$ cat config.mk
export PLATFORM = sky130hd
export DESIGN_NAME = wb_arbiter
export DESIGN_NICKNAME = d
export VERILOG_FILES = /design/src/rtl/wb_arbiter.sv
export SDC_FILE = /design/constraint.sdc
export NUM_CORES = 1
export LEC_CHECK = 0
export CORE_ASPECT_RATIO = 0.75
export CORE_MARGIN = 2
export CORE_UTILIZATION = 39
export DETAILED_ROUTE_END_ITERATION = 10
export GPL_TIMING_DRIVEN = 1
export MAX_ROUTING_LAYER = met4
export PLACE_DENSITY = 0.9
export SYNTH_ARGS = -nofsm -noshare
export SYNTH_HDL_FRONTEND = slang
export SYNTH_SLANG_ARGS = --single-unit
$ cat constraint.sdc
create_clock -name clk_in -period 3.1 [get_ports clk_in]
set_clock_uncertainty 0.05 [all_clocks]
set_input_delay 0.62 -clock clk_in [delete_from_list [all_inputs] [get_ports clk_in]]
set_output_delay 0.62 -clock clk_in [all_outputs]
set_load 0.05 [all_outputs]
$ cat src/rtl/wb_arbiter.sv
// Round-robin writeback arbiter: picks one of NUM_REQ requesters per cycle and
// registers the winner as a register-file write, suppressing writes to x0.
module wb_arbiter #(
  parameter int NUM_REQ    = 3,
  parameter int DATA_WIDTH = 32,
  parameter int ADDR_WIDTH = 5
) (
  input  logic                          clk_in,
  input  logic                          rst_in,
  input  logic                          flush_in,
  input  logic [NUM_REQ-1:0]            req_valid_in,
  input  logic [NUM_REQ*ADDR_WIDTH-1:0] req_addr_in,
  input  logic [NUM_REQ*DATA_WIDTH-1:0] req_data_in,
  output logic [NUM_REQ-1:0]            req_ready_out,
  output logic                          we_out,
  output logic [ADDR_WIDTH-1:0]         wa_out,
  output logic [DATA_WIDTH-1:0]         wd_out,
  output logic [15:0]                   conflict_count_out
);

  localparam int PW = (NUM_REQ > 1) ? $clog2(NUM_REQ) : 1;

  logic [PW-1:0]         ptr;
  logic [PW-1:0]         gidx;
  logic                  found;
  logic                  grant;
  logic [ADDR_WIDTH-1:0] sel_addr;
  logic [DATA_WIDTH-1:0] sel_data;
  logic                  conflict;

  // Rotating priority: first scan indices at or above ptr, then wrap to below it.
  always_comb begin
    found = 1'b0;
    gidx  = '0;
    for (int i = 0; i < NUM_REQ; i++) begin
      if (!found && req_valid_in[i] && i >= int'(ptr)) begin
        found = 1'b1;
        gidx  = PW'(i);
      end
    end
    for (int i = 0; i < NUM_REQ; i++) begin
      if (!found && req_valid_in[i] && i < int'(ptr)) begin
        found = 1'b1;
        gidx  = PW'(i);
      end
    end
  end

  always_comb begin
    grant         = found && !flush_in && !rst_in;
    req_ready_out = '0;
    if (grant) req_ready_out[gidx] = 1'b1;
  end

  assign sel_addr = req_addr_in[int'(gidx)*ADDR_WIDTH +: ADDR_WIDTH];
  assign sel_data = req_data_in[int'(gidx)*DATA_WIDTH +: DATA_WIDTH];
  assign conflict = $countones(req_valid_in) > 1;

  always_ff @(posedge clk_in) begin
    if (rst_in) begin
      ptr                <= '0;
      we_out             <= 1'b0;
      wa_out             <= '0;
      wd_out             <= '0;
      conflict_count_out <= '0;
    end else begin
      if (grant) begin
        ptr    <= (gidx == PW'(NUM_REQ-1)) ? '0 : gidx + PW'(1);
        wa_out <= sel_addr;
        wd_out <= sel_data;
        we_out <= |sel_addr;
      end else begin
        we_out <= 1'b0;
      end
      // Conflicts are counted even while flushing.
      if (conflict && conflict_count_out != 16'hFFFF)
        conflict_count_out <= conflict_count_out + 16'd1;
    end
  end

endmodule

==> key figures, run 1 <==
Status
  – Outcome: finished, final reports clean

Global route
  – Largest net degree at the start of global routing: 56
  – Global-route usage over all layers: 24.2%
  – GR Overflow Total: 0
  – Vias in the first global route: 3065
  – First-pass GRT wire length: around 15000 µm
  – Initial antenna violation count: 0

Die
  – Die W: between 100 and 150 µm
  – Die height: 76.7 µm
  – Full die area: 0.00774 mm²
  – I/O pin count: 174
  – Row count: 26
  – Area of the core: 0.00683 mm²
  – Initial Util: around two fifths

Setup path
  – Reg2reg setup slack: 0.62 ns
  – R2R cell count: 6
  – FF-to-FF Start: ptr[0]
  – Crit path DAT: 2.37 ns
  – CP Class: in -> out
  – CP required: 2.43 ns
  – RR Endpoint: wd_out[8]
  – Crit end category: output port
  – Critical path launch point type: primary input
  – Crit-path max FO: 4

Route
  – Initial DRC count: 280
  – Routed vias/inst: 5.85
  – DRC: 0
  – Routed WL: 9390 µm
  – Routed wire per std cell: 17.3 µm
  – DRT antenna net count: 0
  – TritonRoute pass-1 iters: 6
  – Detailed-route via count: 3174

Timing
  – Minimum clock period: 3.04 ns
  – Post-route setup TNS: 0 ns
  – Worst Hold Slack: 0.451 ns
  – Fmax achieved: approximately 330 MHz
  – RSZ-0062 raised after global routing: no
  – Headroom to the max-slew limit: 24.6%
  – Fin. max-slew vios: 0
  – Part of the cycle the worst path needs: 98.0%
  – Final setup vio count: 0
  – Final worst slack: 0.0616 ns
  – Hold Violations, Final: 0
  – Slew @ Worst Pin: approximately 1.1 ns

Cells and area
  – Antenna Cells: 0
  – Non-Filler Instances: 543
  – Commonest non-fill, non-tap cell in the layout: clkdlybuf4s50_1
  – Area delta synth->final: 70.0%
  – Nets: ~580
  – Share of cells above drive strength 1: 6.97%
  – Commonest non-fill, non-tap cells in the layout: clkdlybuf4s50_1 (169), nor2_1 (62), dfxtp_1 (56)

Place
  – Placed cells: 537
  – Post-DP HPWL: 6990 µm
  – Gpl congestion: 0.950
  – I/O Buffers: ~170
  – Post-place setup slack: -0.0568 ns

Synthesis
  – Synth area leaders: dfxtp_1 (41%), a222oi_1 (13%), a211oi_1 (10%), nor2_1 (8.7%), xor2_1 (3.2%)
  – Yosys reg bits: 56
  – Post-synth ARST share: 0%
  – Syn Nets: 413
  – Syn_area_per_cell: 9.34 µm²
  – Cells after Synth: just under 300
  – Synthesized area: 0.00275 mm²
  – Leading area contributor after synthesis: dfxtp_1
  – Number of synthesized flops with an enable pin: 0
  – Yosys top cell area share: 40.8%
  – Yosys warning total: 0
  – Top FF cell, synth: dfxtp_1
  – Yosys cell types: 43
  – Post-synthesis sequential area ratio: 40.8%

Clock network
  – CTS max path bufs: 2
  – CTS Buf Count: 5
  – CTS clk-pin slew, worst paths: 0.09 ns
  – Root buffer cell: clkbuf_8
  – CTS sink cnt: 56
  – Post CTS Setup Buffer Count: 0
  – H-tree levels: 2
  – CTS hold repair buffers: 0
  – CTS tree: built
  – CTS resizes: 0
  – Clock Latency Late Sink: 0.30 ns

Power
  – Pleak: approximately 1.7 nW
  – P per Cell Area: 407 mW/mm²
  – Logic gate share of total power: between 30 and 40%
  – Clock Power Share: 24.2%
  – Sw frac: 31.7%
  – Sw Pwr: 0.000603 W
  – Largest vdd supply drop: about 0.20 mV
  – Seq pwr share: between 40% and 50%
  – Cell Int Power: 0.00130 W

Worst hold path
  – Hold Path End: wd_out[1]
  – WHS Path Cells: 2
  – HP Start: wd_out[1]
  – HP Class: reg -> reg

Job
  – Max-Cap Viols: 0
critical path: stages:
cell and delay, ns:
clkdlybuf4s50_1 0.54, buf_4 0.14, nor3_1 0.07, or3_1 0.40, nor3_1 0.40, buf_12 0.20
cells in the mapped netlist (all sizes together), types with 2 or more instances:
| master | n |
|---|---|
| or3 | 2 |
| nor3b | 2 |
| buf | 14 |
| a211oi | 38 |
| nor3 | 4 |
| o211ai | 5 |
| xor2 | 10 |
| nor2 | 64 |
| nand2 | 4 |
| nand4 | 4 |
| ha | 2 |
| nand2b | 2 |
| mux2i | 2 |
| and3 | 6 |
| nand3 | 2 |
| clkbuf | 12 |
| a222oi | 37 |
| nor2b | 2 |
| o2111ai | 3 |
| xnor2 | 5 |
| and4 | 3 |
| o21ai | 3 |
| dfxtp | 56 |
logic make-up (layout without fill, tap and decap cells):
kind of cell	after synthesis	after routing	synth area share [%]
AOI/OAI and AO/OA	94	94	29.4
xor gates and xnor gates	15	15	4.78
adders and majority gates	2	2	0.911
buffers and inverters	27	192	5.60
DFF	56	56	40.8
muxes	2	2	0.729
and+or+nand+nor	98	98	17.7
power groups by stage:
stage / registers [W] / clock network (W) / logic (W)
3_3_place_gp: 0.000811 / 0 / 0.000633
3_5_place_dp: 0.000813 / 0 / 0.000644
5_1_grt: 0.000803 / 0.000494 / 0.000681
6_report: 0.000796 / 0.000459 / 0.000646
4_1_cts: 0.000796 / 0.000475 / 0.000647
2_1_floorplan: 0.000970 / 0 / 0.000192
cell type report:
type                            count  area (µm²)
Sequential cell                    56        1120
Multi-Input combinational cell    211        1480
Clock inverter                      1        30.0
Clock buffer                        5        68.8
Inverter                            1        3.75
Tap cell                           84         105
Timing Repair Buffer              185        1860
Fill cell                         554        2160
metrics by stage:
step	utilization [%]	cell area, µm²	total power [W]
after global placement	66.9	4570	0.00144
after detailed placement	66.9	4570	0.00146
after floorplan	-	2750	0.00116
after global routing	68.4	4670	0.00198
final	68.4	4670	0.00190
after CTS	68.4	4670	0.00192
registers in the layout (all words and copies together) (netlist names):
signal,cells
we_out,1
conflict_count_out,16
wd_out,32
ptr,2
wa_out,5
layer usage:
layer	routed length [µm]	global-route usage, %	share of wire, %	vias up
li1	-	-	-	1494
met1	3790	29.1	40	1496
met2	4500	41.4	48	170
met3	938	4.74	10	14
met4	148	6.49	1.6	0
met5	0	-	0	-
worst max path at each step:
stage	from	to	depth (start not counted)
4_1_cts	req_valid_in[1]	req_ready_out[1]	6
3_5_place_dp	req_valid_in[2]	wd_out[8]	7
6_report	req_valid_in[1]	req_ready_out[1]	6
2_1_floorplan	flush_in	req_ready_out[1]	2
3_3_place_gp	req_valid_in[2]	wd_out[9]	7
5_1_grt	req_valid_in[1]	req_ready_out[1]	6
No activity file was read; power rests on OpenSTA's default activity.
==> run 2: changes to the inputs <==
==> config.mk (replaced) <==
export PLATFORM = sky130hd
export DESIGN_NAME = wb_arbiter
export DESIGN_NICKNAME = d
export VERILOG_FILES = /design/src/rtl/wb_arbiter.sv
export SDC_FILE = /design/constraint.sdc
export NUM_CORES = 1
export LEC_CHECK = 0
export CORE_ASPECT_RATIO = 0.7
export CORE_MARGIN = 2
export CORE_UTILIZATION = 39
export DETAILED_ROUTE_END_ITERATION = 10
export GPL_TIMING_DRIVEN = 0
export MAX_ROUTING_LAYER = met4
export PLACE_DENSITY = 0.85
export SYNTH_ARGS = -nofsm -noshare
export SYNTH_HDL_FRONTEND = slang
export SYNTH_SLANG_ARGS = --single-unit
==> run 2 against run 1 <==
Compared with the run above: total power shrank 2.2%; highest routed layer unchanged; largest cell class unchanged; sequential power is essentially flat; sequential share of layout area is essentially flat; non-clock buffer count grew 14; critical path type unchanged; worst hold slack lost 0.00051 ns; via count grew 1.6%; global-route usage grew 1.5 points; critical path depth grew 1; setup slack gained 0.087 ns.
==> key figures, run 2 (synthesis results as in run 1) <==
Setup path
  – Critical-path top delay cell: clkdlybuf4s50_1
  – CP Class: in -> out
  – FF-to-FF Start: ptr[0]
  – Crit-path max FO: 10
  – Cell Chain, Critical Path: clkdlybuf4s50_1 -> nor3b_2 -> o31a_1 -> buf_6 -> buf_8 -> nor2b_1 -> buf_2
  – Crit path DAT: 2.28 ns
  – R2R cell count: 5
  – Crit end category: output port
  – Crit. Startpoint: req_valid_in[1]
  – CP required: 2.43 ns
  – RR Endpoint: we_out
  – Largest stage delay, worst path: 0.51 ns
  – Reg2reg setup slack: between 1 and 1.5 ns
  – Critical path launch point type: primary input

Timing
  – Part of the cycle the worst path needs: a little over nine tenths
  – Worst Hold Slack: 0.451 ns
  – Post-route setup TNS: 0 ns
  – Headroom to the max-slew limit: 63.4%
  – Fin. max-slew vios: 0
  – Minimum clock period: 2.95 ns
  – Slew @ Worst Pin: 0.544 ns
  – RSZ-0062 raised after global routing: no
  – Fmax achieved: 339 MHz
  – Final setup vio count: 0
  – Hold Violations, Final: 0

Worst hold path
  – WHS Path Cells: 2
  – HP Start: wd_out[30]
  – HP Class: reg -> reg
  – Hold Path End: wd_out[30]

Clock network
  – CTS tree: built
  – CTS max path bufs: 2
  – CTS Buf Count: 5
  – Clock Latency Late Sink: 0.30 ns
  – Post CTS Setup Buffer Count: 0
  – CTS clk-pin slew, worst paths: 0.09 ns
  – H-tree levels: 2
  – Root buffer cell: clkbuf_8
  – CTS sink cnt: 56

Cells and area
  – Share of cells above drive strength 1: roughly 6.5%
  – Nets: 593
  – Max reg flops: 32
  – Post-route cell area: approximately 0.0047 mm²
  – Biggest regs: wd_out: 32 flops, conflict_count_out: 16 flops, wa_out: 5 flops
  – Final core occ: 68.8%
  – Commonest non-fill, non-tap cell in the layout: clkdlybuf4s50_1
  – Largest register by flop count: wd_out
  – Antenna Cells: 0
  – Area delta synth->final: 70.1%
  – Commonest non-fill, non-tap cells in the layout: clkdlybuf4s50_1 (170), nor2_1 (64), dfxtp_1 (56)

Power
  – Largest vdd supply drop: ~0.19 mV
  – Pleak: approximately 1.7 nW
  – Design Power: between 0.0015 and 0.002 W
  – P per Cell Area: between 300 and 400 mW/mm²

Die
  – I/O pin count: 174
  – Area of the core: ~0.0068 mm²
  – Row count: 25
  – Full die area: 0.00774 mm²
  – Initial Util: 40.5%
  – Die height: 74.2 µm
  – Die W: 104 µm

Route
  – Routed vias/inst: between 5 and 6
  – Initial DRC count: 292
  – Routed WL: 9670 µm
  – Routed wire per std cell: around 17 µm
  – TritonRoute pass-1 iters: 7
  – DRC: 0
  – Detailed-route via count: 3226
  – DRT antenna net count: 0

Place
  – Post-DP Area: 0.00460 mm²
  – Post-DP HPWL: 7500 µm
  – Gpl congestion: 0.906
  – I/O Buffers: between 150 and 200

Status
  – Outcome: finished, final reports clean

Global route
  – Largest net degree at the start of global routing: 16
  – Vias in the first global route: 3159
  – Global-route usage over all layers: 25.7%
  – First-pass GRT wire length: 15500 µm
  – GR Overflow Total: 0
  – Initial antenna violation count: 0

Job
  – Max-Cap Viols: 0
-- run 2: cell types whose count changed in the layout (fill, tap and decap cells not counted), sizes merged --
cell,previous run,this run
bufinv,1,0
buf,16,15
clkbuf,5,22
clkdlybuf4s50,169,170
-- run 2: area by class of cell --
class                   count  area (µm²)
flip-flops and latches     56        1120
clock buffers               8        90.1
multi-input cells         211        1470
well taps                  94         118
plain buffers              26         150
fillers                   555        2120
repair buffers            173        1720
inverters                   1        3.75
-- run 2: how the worst max path moves through the flow --
stage,endpoint,cells past startpoint
global route,req_ready_out[2],7
floorplan,req_ready_out[1],2
CTS,req_ready_out[1],5
global placement,req_ready_out[2],7
detailed placement,req_ready_out[2],7
finish,req_ready_out[2],7
-- run 2: worst max-delay path, delay by kind of cell --
| family | cells | cell delay (ns) |
|---|---|---|
| buf+inv | 4 | 1.11 |
| compound gates | 1 | 0.22 |
| simple gates | 2 | 0.33 |
-- run 2: per-stage QoR --
| step | setup WS (ns) | std cells |
|---|---|---|
| final | 0.148 | 569 |
| after global routing | 0.0317 | 569 |
| after CTS | 0.0105 | 569 |
| after global placement | -0.350 | 561 |
| after detailed placement | -0.406 | 561 |
| after floorplan | 0.332 | 294 |
-- run 2: what timing repair did --
| action | CTS | global route |
|---|---|---|
| endpoints found under the hold margin | 0 | 0 |
| setup endpoints to repair | 3 | 3 |
| pin swaps | 0 | 0 |
| hold buffers | 0 | 0 |
| gates resized for setup | 6 | 6 |
-- run 2: layer usage --
| metal | global-route usage (%) | vias up | part of all wire [%] |
|---|---|---|---|
| li1 | - | 1526 | - |
| met1 | 32.0 | 1515 | 42 |
| met2 | 43.1 | 175 | 48 |
| met3 | 5.96 | 10 | 9.4 |
| met4 | 5.86 | 0 | 1.3 |
| met5 | - | - | 0 |
-- run 2: power breakdown --
| part | switching, W | internal, W |
|---|---|---|
| clock network | 0.000226 | 0.000183 |
| logic | 0.000355 | 0.000300 |
| registers | 0.0000291 | 0.000767 |
| total | 0.000610 | 0.00125 |
